File: src/rtl/sseg_core_pkg.sv
// rtl/sseg_core_pkg.sv - register map and shared constants for the seven-segment scan core
package sseg_core_pkg;

  localparam logic [4:0] DATA_BASE  = 5'd0;
  localparam logic [4:0] CTRL_ADDR  = 5'd16;
  localparam logic [4:0] STAT_ADDR  = 5'd17;

  localparam int         EN_BIT     = 0;
  localparam int         BRIGHT_LSB = 8;
  localparam int         BLINK_LSB  = 16;

  localparam logic [7:0] SSEG_BLANK = 8'hFF;

endpackage

File: src/rtl/sseg_scan_timer.sv
// rtl/sseg_scan_timer.sv - dwell, digit index and frame counters for the display scan
module sseg_scan_timer #(
  parameter int N_DIGITS = 8,
  parameter int DWELL_W  = 16,
  parameter int BLINK_W  = 6
) (
  input  logic                        clk,
  input  logic                        reset,
  input  logic                        enable,
  output logic [$clog2(N_DIGITS)-1:0] idx,
  output logic [DWELL_W-1:0]          dcnt,
  output logic                        blink_phase
);

  localparam int IDX_W = $clog2(N_DIGITS);

  logic [DWELL_W-1:0] dcnt_q, dcnt_d;
  logic [IDX_W-1:0]   idx_q, idx_d;
  logic [BLINK_W-1:0] fcnt_q, fcnt_d;

  // Holding everything at zero while disabled makes re-enable restart at digit 0.
  always_comb begin
    dcnt_d = dcnt_q + DWELL_W'(1);
    idx_d  = idx_q;
    fcnt_d = fcnt_q;
    if (dcnt_q == '1) begin
      if (idx_q == IDX_W'(N_DIGITS - 1)) begin
        idx_d  = '0;
        fcnt_d = fcnt_q + BLINK_W'(1);
      end else begin
        idx_d  = idx_q + IDX_W'(1);
      end
    end
    if (!enable) begin
      dcnt_d = '0;
      idx_d  = '0;
      fcnt_d = '0;
    end
  end

  always_ff @(posedge clk) begin
    if (reset) begin
      dcnt_q <= '0;
      idx_q  <= '0;
      fcnt_q <= '0;
    end else begin
      dcnt_q <= dcnt_d;
      idx_q  <= idx_d;
      fcnt_q <= fcnt_d;
    end
  end

  assign idx         = idx_q;
  assign dcnt        = dcnt_q;
  assign blink_phase = fcnt_q[BLINK_W-1];

endmodule

File: src/rtl/sseg_scan_pwm_core.sv
// rtl/sseg_scan_pwm_core.sv - MMIO seven-segment scanner with PWM brightness, guard blanking and blink
module sseg_scan_pwm_core
  import sseg_core_pkg::*;
#(
  parameter int N_DIGITS = 8,
  parameter int DWELL_W  = 16,
  parameter int BRIGHT_W = 4,
  parameter int GUARD    = 16,
  parameter int BLINK_W  = 6
) (
  input  logic                clk,
  input  logic                reset,
  input  logic                cs,
  input  logic                read,
  input  logic                write,
  input  logic [4:0]          addr,
  input  logic [31:0]         wr_data,
  output logic [31:0]         rd_data,
  output logic [7:0]          sseg,
  output logic [N_DIGITS-1:0] an
);

  localparam int N_WORDS = N_DIGITS / 4;
  localparam int IDX_W   = $clog2(N_DIGITS);

  logic [8*N_DIGITS-1:0] pat_q, pat_d;
  logic                  en_q, en_d;
  logic [BRIGHT_W-1:0]   bright_q, bright_d;
  logic [N_DIGITS-1:0]   blink_q, blink_d;
  logic [N_DIGITS-1:0]   an_q, an_d;
  logic [7:0]            sseg_q, sseg_d;

  logic [IDX_W-1:0]      idx;
  logic [DWELL_W-1:0]    dcnt;
  logic                  blink_phase;
  logic                  bright_on;
  logic                  lit;
  logic                  rd_unused;

  // rd_data is a pure address mux, so the read strobe has no side effects.
  assign rd_unused = read;

  sseg_scan_timer #(
    .N_DIGITS (N_DIGITS),
    .DWELL_W  (DWELL_W),
    .BLINK_W  (BLINK_W)
  ) u_timer (
    .clk         (clk),
    .reset       (reset),
    .enable      (en_q),
    .idx         (idx),
    .dcnt        (dcnt),
    .blink_phase (blink_phase)
  );

  always_comb begin
    pat_d    = pat_q;
    en_d     = en_q;
    bright_d = bright_q;
    blink_d  = blink_q;
    if (cs && write) begin
      for (int k = 0; k < N_WORDS; k++) begin
        if (addr == DATA_BASE + 5'(k)) pat_d[32*k +: 32] = wr_data;
      end
      if (addr == CTRL_ADDR) begin
        en_d     = wr_data[EN_BIT];
        bright_d = wr_data[BRIGHT_LSB +: BRIGHT_W];
        blink_d  = wr_data[BLINK_LSB +: N_DIGITS];
      end
    end
  end

  always_comb begin
    rd_data = '0;
    for (int k = 0; k < N_WORDS; k++) begin
      if (addr == DATA_BASE + 5'(k)) rd_data = pat_q[32*k +: 32];
    end
    if (addr == CTRL_ADDR) begin
      rd_data[EN_BIT]                   = en_q;
      rd_data[BRIGHT_LSB +: BRIGHT_W]   = bright_q;
      rd_data[BLINK_LSB +: N_DIGITS]    = blink_q;
    end
    if (addr == STAT_ADDR) begin
      rd_data[3:0] = 4'(idx);
      rd_data[8]   = blink_phase;
    end
  end

  // PWM compares the top dwell bits with bright; full scale bypasses it so the digit stays on.
  always_comb begin
    bright_on = (bright_q == '1) || (dcnt[DWELL_W-1 -: BRIGHT_W] < bright_q);
    lit       = en_q && (dcnt >= DWELL_W'(GUARD)) && bright_on
                && !(blink_q[idx] && blink_phase);
    an_d      = '1;
    sseg_d    = SSEG_BLANK;
    if (lit) begin
      an_d   = ~(N_DIGITS'(1) << idx);
      sseg_d = pat_q[{idx, 3'b000} +: 8];
    end
  end

  always_ff @(posedge clk) begin
    if (reset) begin
      pat_q    <= '0;
      en_q     <= 1'b1;
      bright_q <= '1;
      blink_q  <= '0;
      an_q     <= '1;
      sseg_q   <= SSEG_BLANK;
    end else begin
      pat_q    <= pat_d;
      en_q     <= en_d;
      bright_q <= bright_d;
      blink_q  <= blink_d;
      an_q     <= an_d;
      sseg_q   <= sseg_d;
    end
  end

  assign an   = an_q;
  assign sseg = sseg_q;

endmodule

File: config.mk
export PLATFORM = sky130hd
export DESIGN_NAME = sseg_scan_pwm_core
export DESIGN_NICKNAME = d
export VERILOG_FILES = /design/src/rtl/sseg_core_pkg.sv /design/src/rtl/sseg_scan_timer.sv /design/src/rtl/sseg_scan_pwm_core.sv
export SDC_FILE = /design/constraint.sdc
export NUM_CORES = 1
export LEC_CHECK = 0
export ABC_CLOCK_PERIOD_IN_PS = 2600
export BUFFER_PORTS_ARGS = -buffer_cell sky130_fd_sc_hd__buf_2
export CORE_MARGIN = 2
export CORE_UTILIZATION = 46
export CTS_CLUSTER_DIAMETER = 40
export DETAILED_ROUTE_END_ITERATION = 16
export GPL_TIMING_DRIVEN = 0
export PLACE_DENSITY = 0.76
export SYNTH_ARGS = -nofsm -noshare
export SYNTH_HDL_FRONTEND = slang
export SYNTH_SLANG_ARGS = --single-unit
File: constraint.sdc
create_clock -name clk -period 2.6 [get_ports clk]
set_input_delay 0 -clock clk [delete_from_list [all_inputs] [get_ports clk]]
set_output_delay 0 -clock clk [all_outputs]
set_load 0.02 [all_outputs]
**Word-level counts from Yosys, hierarchy flattened**

Index checks and enable logic that the tools add are counted.

- Multiplexer cells: 10
- Order comparisons: 3
- $mul: 0
- Equality and inequality tests: 6
- Add/subtract/negate cells: 3
- Divide/modulo/power cells: 0
- Shifts and indexed selects: 2
- Reductions and logical operators: 14
- Bitwise operators: 3

Operators with widths:

| kind | number |
|---|---|
| $mux W32 | 2 |
| $shiftx A64 B7 Y8 | 1 |
| $add A16 B1 Y16 const B | 1 |
| $eq A16 B16 Y1 const B | 1 |
| $ge A16 B5 Y1 const B | 1 |
| $eq A5 B5 Y1 const B | 2 |
| $mux W4 | 2 |
| $mux W8 | 1 |
| $not A8 Y8 | 1 |
| $reduce_and A2 Y1 | 4 |
| $shl A1 B3 Y8 const A | 1 |
| $add A6 B1 Y6 const B | 1 |
| $eq A5 B1 Y1 const B | 1 |
| $logic_and A1 B1 Y1 | 5 |
| $logic_not A5 Y1 | 1 |
| $eq A4 B4 Y1 const B | 1 |
| $lt A3 B4 Y1 const B | 1 |
| $lt A4 B4 Y1 | 1 |
| $reduce_or A2 Y1 | 2 |
| $add A3 B1 Y3 const B | 1 |
| $bmux W1 S3 | 1 |
| $eq A3 B3 Y1 const B | 1 |
| $mux W1 | 3 |
| $mux W3 | 1 |
| 3 further kinds | 4 |

- Memories: 0
- Bits in writable memories: 0
- Input bits: 42
- Bits in read-only memories: 0
- Register bits: 118
- Bits in latches: 0
- Output and inout port bits: 48

**Longest topological paths before layout**

Gate-level depths: netlist of the first run.

- Depth in word-level cells: 7
- Gate-level depth with buffers: 7
- Gate-level depth less buffers: 6

**Cells and area by module**

From an unflattened synthesis of the first run, not the netlist that was laid out.

- Cells, all modules: 628
- Area total of the unflattened synthesis: 5490.3 µm²

Modules (own cells, without submodules):

| module | cells an instance | times used | area each (µm²) |
|---|---|---|---|
| sseg_scan_pwm_core | 505 | 1 | 4362.9 |
| sseg_scan_timer | 123 | 1 | 1127.3 |

**Least setup slack after synthesis of the first run**

OpenSTA, ideal clock, no wires.

- Path kind: reg-to-reg
- From: reg u_timer.idx_q[2], in the netlist u_timer.idx[2]
- To: reg u_timer.idx_q[2], in the netlist u_timer.idx[2]
- Slack: 0.648 ns
- Required time: 2.529 ns
- Path buffers: 2
- Stages on the path, launching flop included: 7
- Data arrival time: 1.881 ns
- Clock period less this slack: 1.952 ns
- Path through: dfxtp_1 -> clkbuf_1 -> buf_1 -> inv_1 -> ha_1 -> or3_2 -> a21oi_1

- Word-level cells in the longest chain between the ends: 2
- Elaborated cells on any way between the ends: 3

Ends and longest elaborated chain:

| element | RTL line | source |
|---|---|---|
| start, declared | sseg_scan_timer.sv:18 | `logic [IDX_W-1:0] idx_q, idx_d;` |
| start signal, assigned | sseg_scan_timer.sv:48 | `idx_q <= idx_d;` |
| $add A3 B1 Y3 / $eq A3 B3 Y1 (equally long branches) | sseg_scan_timer.sv:31, sseg_scan_timer.sv:27 |  |
| $mux W3 (*) | sseg_scan_timer.sv:27 | `if (idx_q == IDX_W'(N_DIGITS - 1)) begin` |

Mark *: on every way between the ends. The rest lies on a longest branch, timed or not.
A chain may end at the register's enable or synchronous reset.

**Final worst setup path of the first run**

Same ends and word-level chain as after synthesis.

==> impl_metrics.yaml, run 1 <==
outcome:
  status: "completed"
cells_and_area:
  fill_cells: 1061
  final_util_pct: 59.7
  syn2layout_area_growth_pct: 27.1
  nets: 852
  antenna_cells: 0
  fin_area_um2: 7170
  drive_above_1_share_pct: 21.6
  instances_no_fill: 956
synthesis:
  synth-main-ff-cell: "dfxtp_1"
  synth_area_leaders: "dfxtp_1, nand2_1, mux4_2"
  synth_fp_nets: 713
  synth_edf_count: 0
  muxShareOfSynthArea_pct: 12.3
  ys_warn_count: 0
  synth_seq_cells: 118
  synth_cell_types: 45
  synth.top_cell.area_share_pct: 41.9
  synth_compound_area_share_pct: 12.9
  syn_area_per_cell_um2: 8.56
  syn_area_um2: 5640
  synthAdderAreaFrac_pct: 2.66
  yosysMostFrequentCell: "nand2_1"
  synthTopCellsByCount: "nand2_1, dfxtp_1, a21oi_1, nor2_1, mux2i_1"
  synth_top_family_by_area: "simple AND/OR/NAND/NOR gates"
  synth_top_area_cell: "dfxtp_1"
  synth_cells: 659
  ys_seq_area_share_pct: 41.9
  synth-simple-area-share_pct: 23.2
  synth_xor_area_share_pct: 1.71
  ys_async_sr_fraction_pct: 0
critical_path:
  crit_required_ps: 2930
  reg2reg_depth: 6
  critPathKind: "reg -> reg"
  crit_fanout: 10
  worstPathArrival_ps: 2610
  setup.worst_path.start_class: "flip-flop"
  endpoint_kind: "flip-flop"
die:
  coreArea_um2: 12000
  die-area_um2: 13200
  fp.dieH_um: 115
  start_util_pct: 47.0
  core.rowCount: 40
  io_pins: 90
  die_w_um: 115
clock_tree:
  clk_latency_ps: 420
  path_clk_slew_ps: 50
  cts_tree: "built"
  cts_root_buf: "clkbuf_16"
  numCtsBuffers: 17
  clock_path_buffers: 2
  cts_sinks: 118
  cts_htree_levels: 4
timing:
  fin_crit_sh_pct: 87.7
  worst_pin_slew_ps: 669
  setup_tns_ps: 0
  hold_viol_final: 0
  skew_ps: 9.60
  slew_viol_final: 0
  rsz0062_at_grt: "false"
  period_needed_ps: 2280
  finalSetupViolCount: 0
  maxSlewHeadroom_pct: 55.4
  max_freq_ghz: 0.439
run:
  cap_violations: 0
placement:
  place.gp.congestion: 0.891
  placed_cell_area_um2: 6260
  place_inst: 893
  place_hpwl_um: 11800
  port_buffers: 87
detailed_routing:
  vias_per_cell: 5.61
  vias: 5367
  postRouteAntennaNets: 0
  wirelength_um: 17000
  wire_per_inst_um: 17.8
  drc: 0
  drtIter0Drc: 592
  detail_route.first_pass.iterations: 6
global_routing:
  grt_overflow: 0
  grt_pass1_vias: 4997
  track_usage_pct: 26.6
  grt_max_degree: 17
  antenna_found_initial: 0
  grt_pass1_wl_um: 26600
hold_path:
  worst_hold_path_type: "in -> reg"
  holdPathStages: 4
pwr:
  power_mw: 4.33
  p_leak_nw: 2.64
  irDropWorstVdd_v: 0.000465
  power_density_nw_per_um2: 604
repair_timing:
item                                    CTS  global route
endpoints found under the setup margin    0            11
endpoints found under the hold margin    77             0
setup buffers                             0             0
hold buffers                             33             0
resized for setup                         0             2
power by group:
part           total, mW  switching, mW  internal, mW
logic              0.205          0.117        0.0876
clock network       2.30          0.826          1.47
registers           1.83        0.00984          1.82
path summary, 6_finish.rpt:
kind / slack (ps) / start / end
setup / recovery: 320 / u_timer.idx[2] / u_timer.idx[2]
hold / removal: 6 / addr[0] / pat_q[0]
setup reg to reg: 320 / u_timer.idx[2] / u_timer.idx[2]
hold reg to reg: 470 / pat_q[55] / pat_q[55]
cell type report:
cell class | count | area (um^2) | share of cell area [%]
multi-input combinational | 478 | 2980 | 41.5
tap | 147 | 184 | 2.56
inverter | 15 | 56.3 | 0.785
sequential | 118 | 2360 | 32.9
timing repair buffer | 120 | 766 | 10.7
clock buffer | 22 | 474 | 6.61
buffer | 48 | 253 | 3.52
clock inverter | 8 | 100 | 1.40
kinds of logic after synthesis:
group,Yosys count
AO/OA/AOI/OAI,124
XOR/XNOR,11
adder cells (fa/ha/maj),12
buffers and inverters,63
flip-flops,118
multiplexers,45
AND/OR/NAND/NOR,286
placed cells by master (no fill, tap or decap), types with 4 or more instances in the layout:
master | synthesis | final
nand2_1 | 154 | 154
dfxtp_1 | 118 | 118
buf_2 | 18 | 105
a21oi_1 | 85 | 85
nor2_1 | 54 | 54
dlygate4sd3_1 | 0 | 33
mux2i_1 | 23 | 23
clkbuf_1 | 20 | 22
mux4_2 | 19 | 19
clkbuf_16 | 0 | 17
a22o_1 | 16 | 16
inv_1 | 14 | 14
nand3_1 | 13 | 13
ha_1 | 12 | 12
nand4_1 | 11 | 11
xnor2_1 | 9 | 9
o21ai_0 | 8 | 8
and2_0 | 8 | 8
or3_1 | 7 | 7
nor4_1 | 7 | 7
nor2b_1 | 6 | 6
nor3_1 | 6 | 6
or4_1 | 6 | 6
buf_6 | 6 | 6
a211o_1 | 5 | 5
clkinvlp_4 | 0 | 4
flip-flops by register name, indices dropped and copies added (netlist names):
| name | count |
|---|---|
| u_timer.idx | 3 |
| sseg | 8 |
| u_timer.fcnt_q | 6 |
| an | 8 |
| u_timer.dcnt | 16 |
| pat_q | 64 |
| en_q | 1 |
| blink_q | 8 |
| bright_q | 4 |
critical path: stages, from the launching register on:
cell and delay (ps):
dfxtp_1 330, clkbuf_1 410, clkbuf_2 370, inv_1 140, ha_1 300, or3_2 480
a21oi_1 160
metal layers:
layer | track usage [%] | share of wire (%) | vias up | wire (um)
met1 | 34.9 | 41 | 2487 | 6900
met3 | 7.17 | 9.1 | 39 | 1540
li1 | - | - | 2557 | -
met2 | 42.6 | 48 | 284 | 8130
met4 | 9.56 | 2.5 | 0 | 417
met5 | 0 | 0 | - | 0
through the flow:
step	setup slack (ps)	hold WS, ps
6_report	320	6.32
5_1_grt	197	30.2
4_1_cts	112	5.06
3_5_place_dp	135	256
3_3_place_gp	162	248
2_1_floorplan	648	118
Power figures use the tool's default switching activity.
==> inputs of run 2 (changes only) <==
CORE_ASPECT_RATIO = 0.75   (was not set)
==> run 2 against run 1 <==
Via count grew 2.7%. Register-to-register slack worse by 140 ps. Critical endpoint unchanged. Highest routed layer is now met5. Maximum frequency fell by 5.9%. Global-route usage is 0.91 points higher.
==> impl_metrics.yaml, run 2 (synthesis results as in run 1) <==
cells_and_area:
  syn2layout_area_growth_pct: 27.7
  largest_register_ffs: 64
  top_register: "pat_q"
  multi_input_area_um2: 2980
  regArea_um2: 2360
  final_util_pct: 61.1
  antenna_cells: 0
  layout_commonest_cell: "nand2_1"
  nets: 852
  fill_cells: 1007
  layout_common_cells: "nand2_1, dfxtp_1, buf_2"
  drive_above_1_share_pct: 21.5
die:
  coreArea_um2: 11800
  io_pins: 90
  die-area_um2: 13200
  core.rowCount: 34
  start_util_pct: 47.9
  die_w_um: 132
  fp.dieH_um: 99.9
critical_path:
  crit_family: "buffers and inverters"
  critPathSlowestCell: "or3_2"
  r2r-start: "u_timer.idx[2]"
  crit_fanout: 10
  worstPathArrival_ps: 2760
  startpoint: "u_timer.idx[2]"
  crit_required_ps: 2940
  setup.worst_path.start_class: "flip-flop"
  endpoint_kind: "flip-flop"
  cpPeakStageDelay_ps: 480
  critPathKind: "reg -> reg"
  crit_chain: "clkbuf_1 -> buf_2 -> inv_1 -> ha_1 -> or3_2 -> a21oi_1"
  worst-path-buf-inv: 3
global_routing:
  grt_pass1_vias: 5196
  grt_pass1_wl_um: 27600
  grt_max_degree: 17
  antenna_found_initial: 2
  track_usage_pct: 27.5
  grt_overflow: 0
run:
  cap_violations: 0
detailed_routing:
  drc: 0
  drtIter0Drc: 642
  wirelength_um: 17800
  wire_per_inst_um: 18.4
  postRouteAntennaNets: 0
  detail_route.first_pass.iterations: 5
  vias_per_cell: 5.68
  vias: 5513
clock_tree:
  clk_latency_ps: 420
  cts_htree_levels: 4
  cts_tree: "built"
  cts_sinks: 118
  cts_root_buf: "clkbuf_16"
  path_clk_slew_ps: 50
  clock_path_buffers: 2
  numCtsBuffers: 17
timing:
  slew_viol_final: 0
  timing.final.ws_setup_ps: 178
  max_freq_ghz: 0.413
  fin_hold_ws_ps: 25.3
  worst_pin_slew_ps: 846
  period_needed_ps: 2420
  hold_viol_final: 0
  setup_tns_ps: 0
  maxSlewHeadroom_pct: 43.6
  finalSetupViolCount: 0
  fin_crit_sh_pct: 93.2
  rsz0062_at_grt: "false"
  skew_ps: 6.36
pwr:
  sw_frac_of_total_pct: 21.7
  p_comb_share_pct: 4.7
  seqPwrFrac_pct: 41.5
  power_mw: 4.41
  irDropWorstVdd_v: 0.000477
  p_leak_nw: 2.65
  power_density_nw_per_um2: 611
  internal_power_mw: 3.45
  p_switching_mw: 0.954
  clkPwrFrac_pct: 53.8
hold_path:
  min_from: "addr[0]"
  worst_hold_path_type: "in -> reg"
placement:
  preCtsSetupSlack_ps: -3.79
  place.gp.congestion: 0.946
  place_hpwl_um: 12700
  port_buffers: 87
outcome:
  status: "completed"
## run 2: power groups by stage
stage | sequential [mW] | clock, mW | combinational (mW)
2_1_floorplan | 1.86 | 0 | 0.0848
3_3_place_gp | 1.87 | 0 | 0.159
3_5_place_dp | 1.87 | 0 | 0.162
4_1_cts | 1.83 | 2.37 | 0.201
5_1_grt | 1.83 | 2.45 | 0.222
6_report | 1.83 | 2.37 | 0.206
## run 2: final cells by class
type                    instances  share of cell area, %
repair buffers                120                   10.6
plain buffers                  48                   3.51
inverters                      15                  0.782
well taps                     162                   2.81
multi-input cells             478                   41.3
flip-flops and latches        118                   32.8
clock buffers                  22                   6.44
clock inverters                 8                   1.72
## run 2: stage by stage
step           cell area (um^2)  cells
2_1_floorplan              5640    659
3_3_place_gp               6280    908
3_5_place_dp               6280    908
4_1_cts                    7200    971
5_1_grt                    7200    971
6_report                   7200    971
## run 2: path summary, 6_finish.rpt
kind                    end  slack [ps]  cells past startpoint
min                pat_q[0]          30                      4
min reg2reg        pat_q[0]         470                      2
max reg2reg  u_timer.idx[2]         180                      6
max          u_timer.idx[2]         180                      6
## run 2: layer usage
metal	up-vias	wire [um]	track usage [%]
met1	2592	7750	38.1
li1	2557	-	-
met4	2	226	8.11
met3	32	2180	10.3
met2	330	7660	40.1
met5	-	13	0
## run 2: timing repair
| item | in CTS | in global routing |
|---|---|---|
| hold buffers | 33 | 0 |
| setup endpoints to repair | 1 | 10 |
| setup buffers | 0 | 0 |
| endpoints found under the hold margin | 77 | 0 |
| cloned | 0 | 0 |
| gates resized for setup | 1 | 1 |
## run 2: worst reg2reg max path: stages (launching register included)
cell      delay, ps
dfxtp_1         340
clkbuf_1        450
buf_2           430
inv_1           160
ha_1            320
or3_2           480
a21oi_1         160
==> inputs of run 3 (changes only) <==
ABC_AREA = 1   (was not set)
CORE_MARGIN = not set   (was 2)
==> run 3 against run 2 <==
First-iteration DRC count grew 8.6%. Maximum frequency grew 20%. Combinational power grew 2%. Die area shrank 1.6%. Routed wire length grew 2.1%. Critical path type is now reg -> out. Critical endpoint is now rd_data[2]. Highest routed layer is now met4.
==> impl_metrics.yaml, run 3 <==
outcome:
  status: "completed"
critical_path:
  critPathKind: "reg -> out"
  setup.worst_path.start_class: "flip-flop"
  regToRegEndpoint: "sseg[5]"
  reg2reg_slack_ps: 830
  r2r-start: "u_timer.idx[0]"
  crit_chain: "clkbuf_1 -> clkbuf_1 -> nand2_1 -> o221ai_1 -> buf_2"
  crit_top_cell: "clkbuf_1"
  critPathSlowestCell: "clkbuf_1"
  crit_required_ps: 2600
  cpPeakStageDelay_ps: 480
  reg2reg_depth: 9
  endpoint_kind: "output port"
  worstPathArrival_ps: 2020
  crit_fanout: 10
clock_tree:
  path_clk_slew_ps: 60
  clock_path_buffers: 2
  post_cts_buffers: 0
  cts_root_buf: "clkbuf_16"
  clk_latency_ps: 420
  cts_tree: "built"
  post_cts_resized: 0
  numCtsBuffers: 17
  cts_sinks: 118
  cts_htree_levels: 4
run:
  cap_violations: 0
timing:
  skew_ps: 10.6
  finalSetupViolCount: 0
  period_needed_ps: 2020
  hold_viol_final: 0
  max_freq_ghz: 0.496
  slew_viol_final: 0
  rsz0062_at_grt: "false"
  timing.final.ws_setup_ps: 582
  maxSlewHeadroom_pct: 53.4
  worst_pin_slew_ps: 699
  fin_crit_sh_pct: 77.6
  setup_tns_ps: 0
synthesis:
  ys_async_sr_fraction_pct: 0
  synth_cells: 827
  yosysMostFrequentCell: "nand2_1"
  synth_cell_types: 33
  synth_seq_cells: 118
  synth_area_leaders: "dfxtp_1, nand2_1, a21oi_1"
  ys_seq_area_share_pct: 41.0
  syn_area_um2: 5760
  synth_top_area_cell: "dfxtp_1"
  syn_area_per_cell_um2: 6.96
  synth_edf_count: 0
  synth-main-ff-cell: "dfxtp_1"
  ys_warn_count: 0
  synthTopCellsByCount: "nand2_1, dfxtp_1, inv_1, a21oi_1, nand3_1"
  synth_fp_nets: 881
  synth.top_cell.area_share_pct: 41.0
die:
  die-area_um2: 13000
  fp.dieH_um: 98.9
  start_util_pct: 48.5
  io_pins: 90
  core.rowCount: 34
  die_w_um: 131
  coreArea_um2: 11900
global_routing:
  grt_overflow: 0
  antenna_found_initial: 0
  track_usage_pct: 28.7
  grt_max_degree: 17
  grt_pass1_vias: 5539
  grt_pass1_wl_um: 28700
cells_and_area:
  largest_register_ffs: 64
  final_util_pct: 62.4
  layout_commonest_cell: "nand2_1"
  nets: 1024
  layout_common_cells: "nand2_1, dfxtp_1, inv_1"
  syn2layout_area_growth_pct: 28.7
  drive_above_1_share_pct: 17.0
  antenna_cells: 0
  instances_no_fill: 1145
  top_register: "pat_q"
pwr:
  power_mw: 4.64
  irDropWorstVdd_v: 0.000533
  power_density_nw_per_um2: 627
  p_leak_nw: 3.17
hold_path:
  worst_hold_path_type: "in -> reg"
  whs_endpoint: "sseg[0]"
  holdPathStages: 5
  min_from: "reset"
placement:
  port_buffers: 88
  preCtsSetupSlack_ps: 874
  place_hpwl_um: 12900
  place_inst: 1077
  place.gp.congestion: 0.929
detailed_routing:
  drtIter0Drc: 697
  wire_per_inst_um: 15.9
  drc: 0
  vias: 6235
  vias_per_cell: 5.45
  wirelength_um: 18200
  postRouteAntennaNets: 0
  detail_route.first_pass.iterations: 5
[run 3: cell count changes in the layout (fill, tap and decap cells not counted), sizes merged, moves of 19 or more]
cell,previous run,this run
nand2,154,188
o21ai,8,83
mux4,19,0
inv,15,121
nand3,14,53
mux2i,23,0
[run 3: worst max-delay path by stage]
stage / start / end
floorplan: bright_q[3] / an[7]
detailed placement: u_timer.idx[2] / u_timer.idx[2]
global placement: u_timer.idx[0] / u_timer.fcnt_q[4]
finish: u_timer.idx[2] / rd_data[2]
global route: u_timer.idx[2] / rd_data[2]
CTS: u_timer.idx[2] / rd_data[2]
[run 3: critical path: cells and delay by family (launching register included)]
family | cells | cell delay (ps)
AOI/OAI and AO/OA | 1 | 120
buffers and inverters | 3 | 1050
DFF | 1 | 330
and+or+nand+nor | 1 | 110
[run 3: cell type report]
class | count | area [um^2]
Buffer | 48 | 228
Inverter | 122 | 458
Clock inverter | 13 | 204
Multi-Input combinational cell | 539 | 2710
Clock buffer | 19 | 443
Tap cell | 162 | 203
Fill cell | 1026 | 4460
Sequential cell | 118 | 2360
Timing Repair Buffer | 124 | 801
[run 3: kinds of logic (layout without fill, tap and decap cells)]
group,after synthesis,in the layout,share of synthesized area [%]
buffers and inverters,170,326,11.9
AND/OR/NAND/NOR,313,313,24.1
flip-flops,118,118,41.0
adder cells (fa/ha/maj),12,12,2.61
XOR/XNOR,3,3,0.457
AO/OA/AOI/OAI,211,211,19.8
[run 3: stage by stage]
step           hold WS [ps]  cell area (um^2)
6_report               96.6              7410
3_3_place_gp            238              6400
5_1_grt                 154              7410
2_1_floorplan          99.7              5760
4_1_cts                79.3              7410
3_5_place_dp            238              6400
[run 3: power by group]
| group | total [mW] | leakage, nW | internal, mW | switching (mW) |
|---|---|---|---|---|
| Sequential | 1.83 | 0.952 | 1.82 | 0.00639 |
| Clock | 2.61 | 0.305 | 1.72 | 0.885 |
| Combinational | 0.211 | 1.92 | 0.0924 | 0.119 |
[run 3: routing by layer]
metal,GRT usage (%),vias up,wire [um],share of wire (%)
met5,0,-,0,0
met1,42.0,2817,8560,47
met2,41.1,379,7370,40
met3,6.17,35,1920,11
met4,9.95,0,377,2.1
li1,-,3004,-,-
[run 3: what timing repair did]
item | in CTS | in global routing
hold buffers | 36 | 0
setup endpoints to repair | 0 | 0
endpoints found under the hold margin | 77 | 0
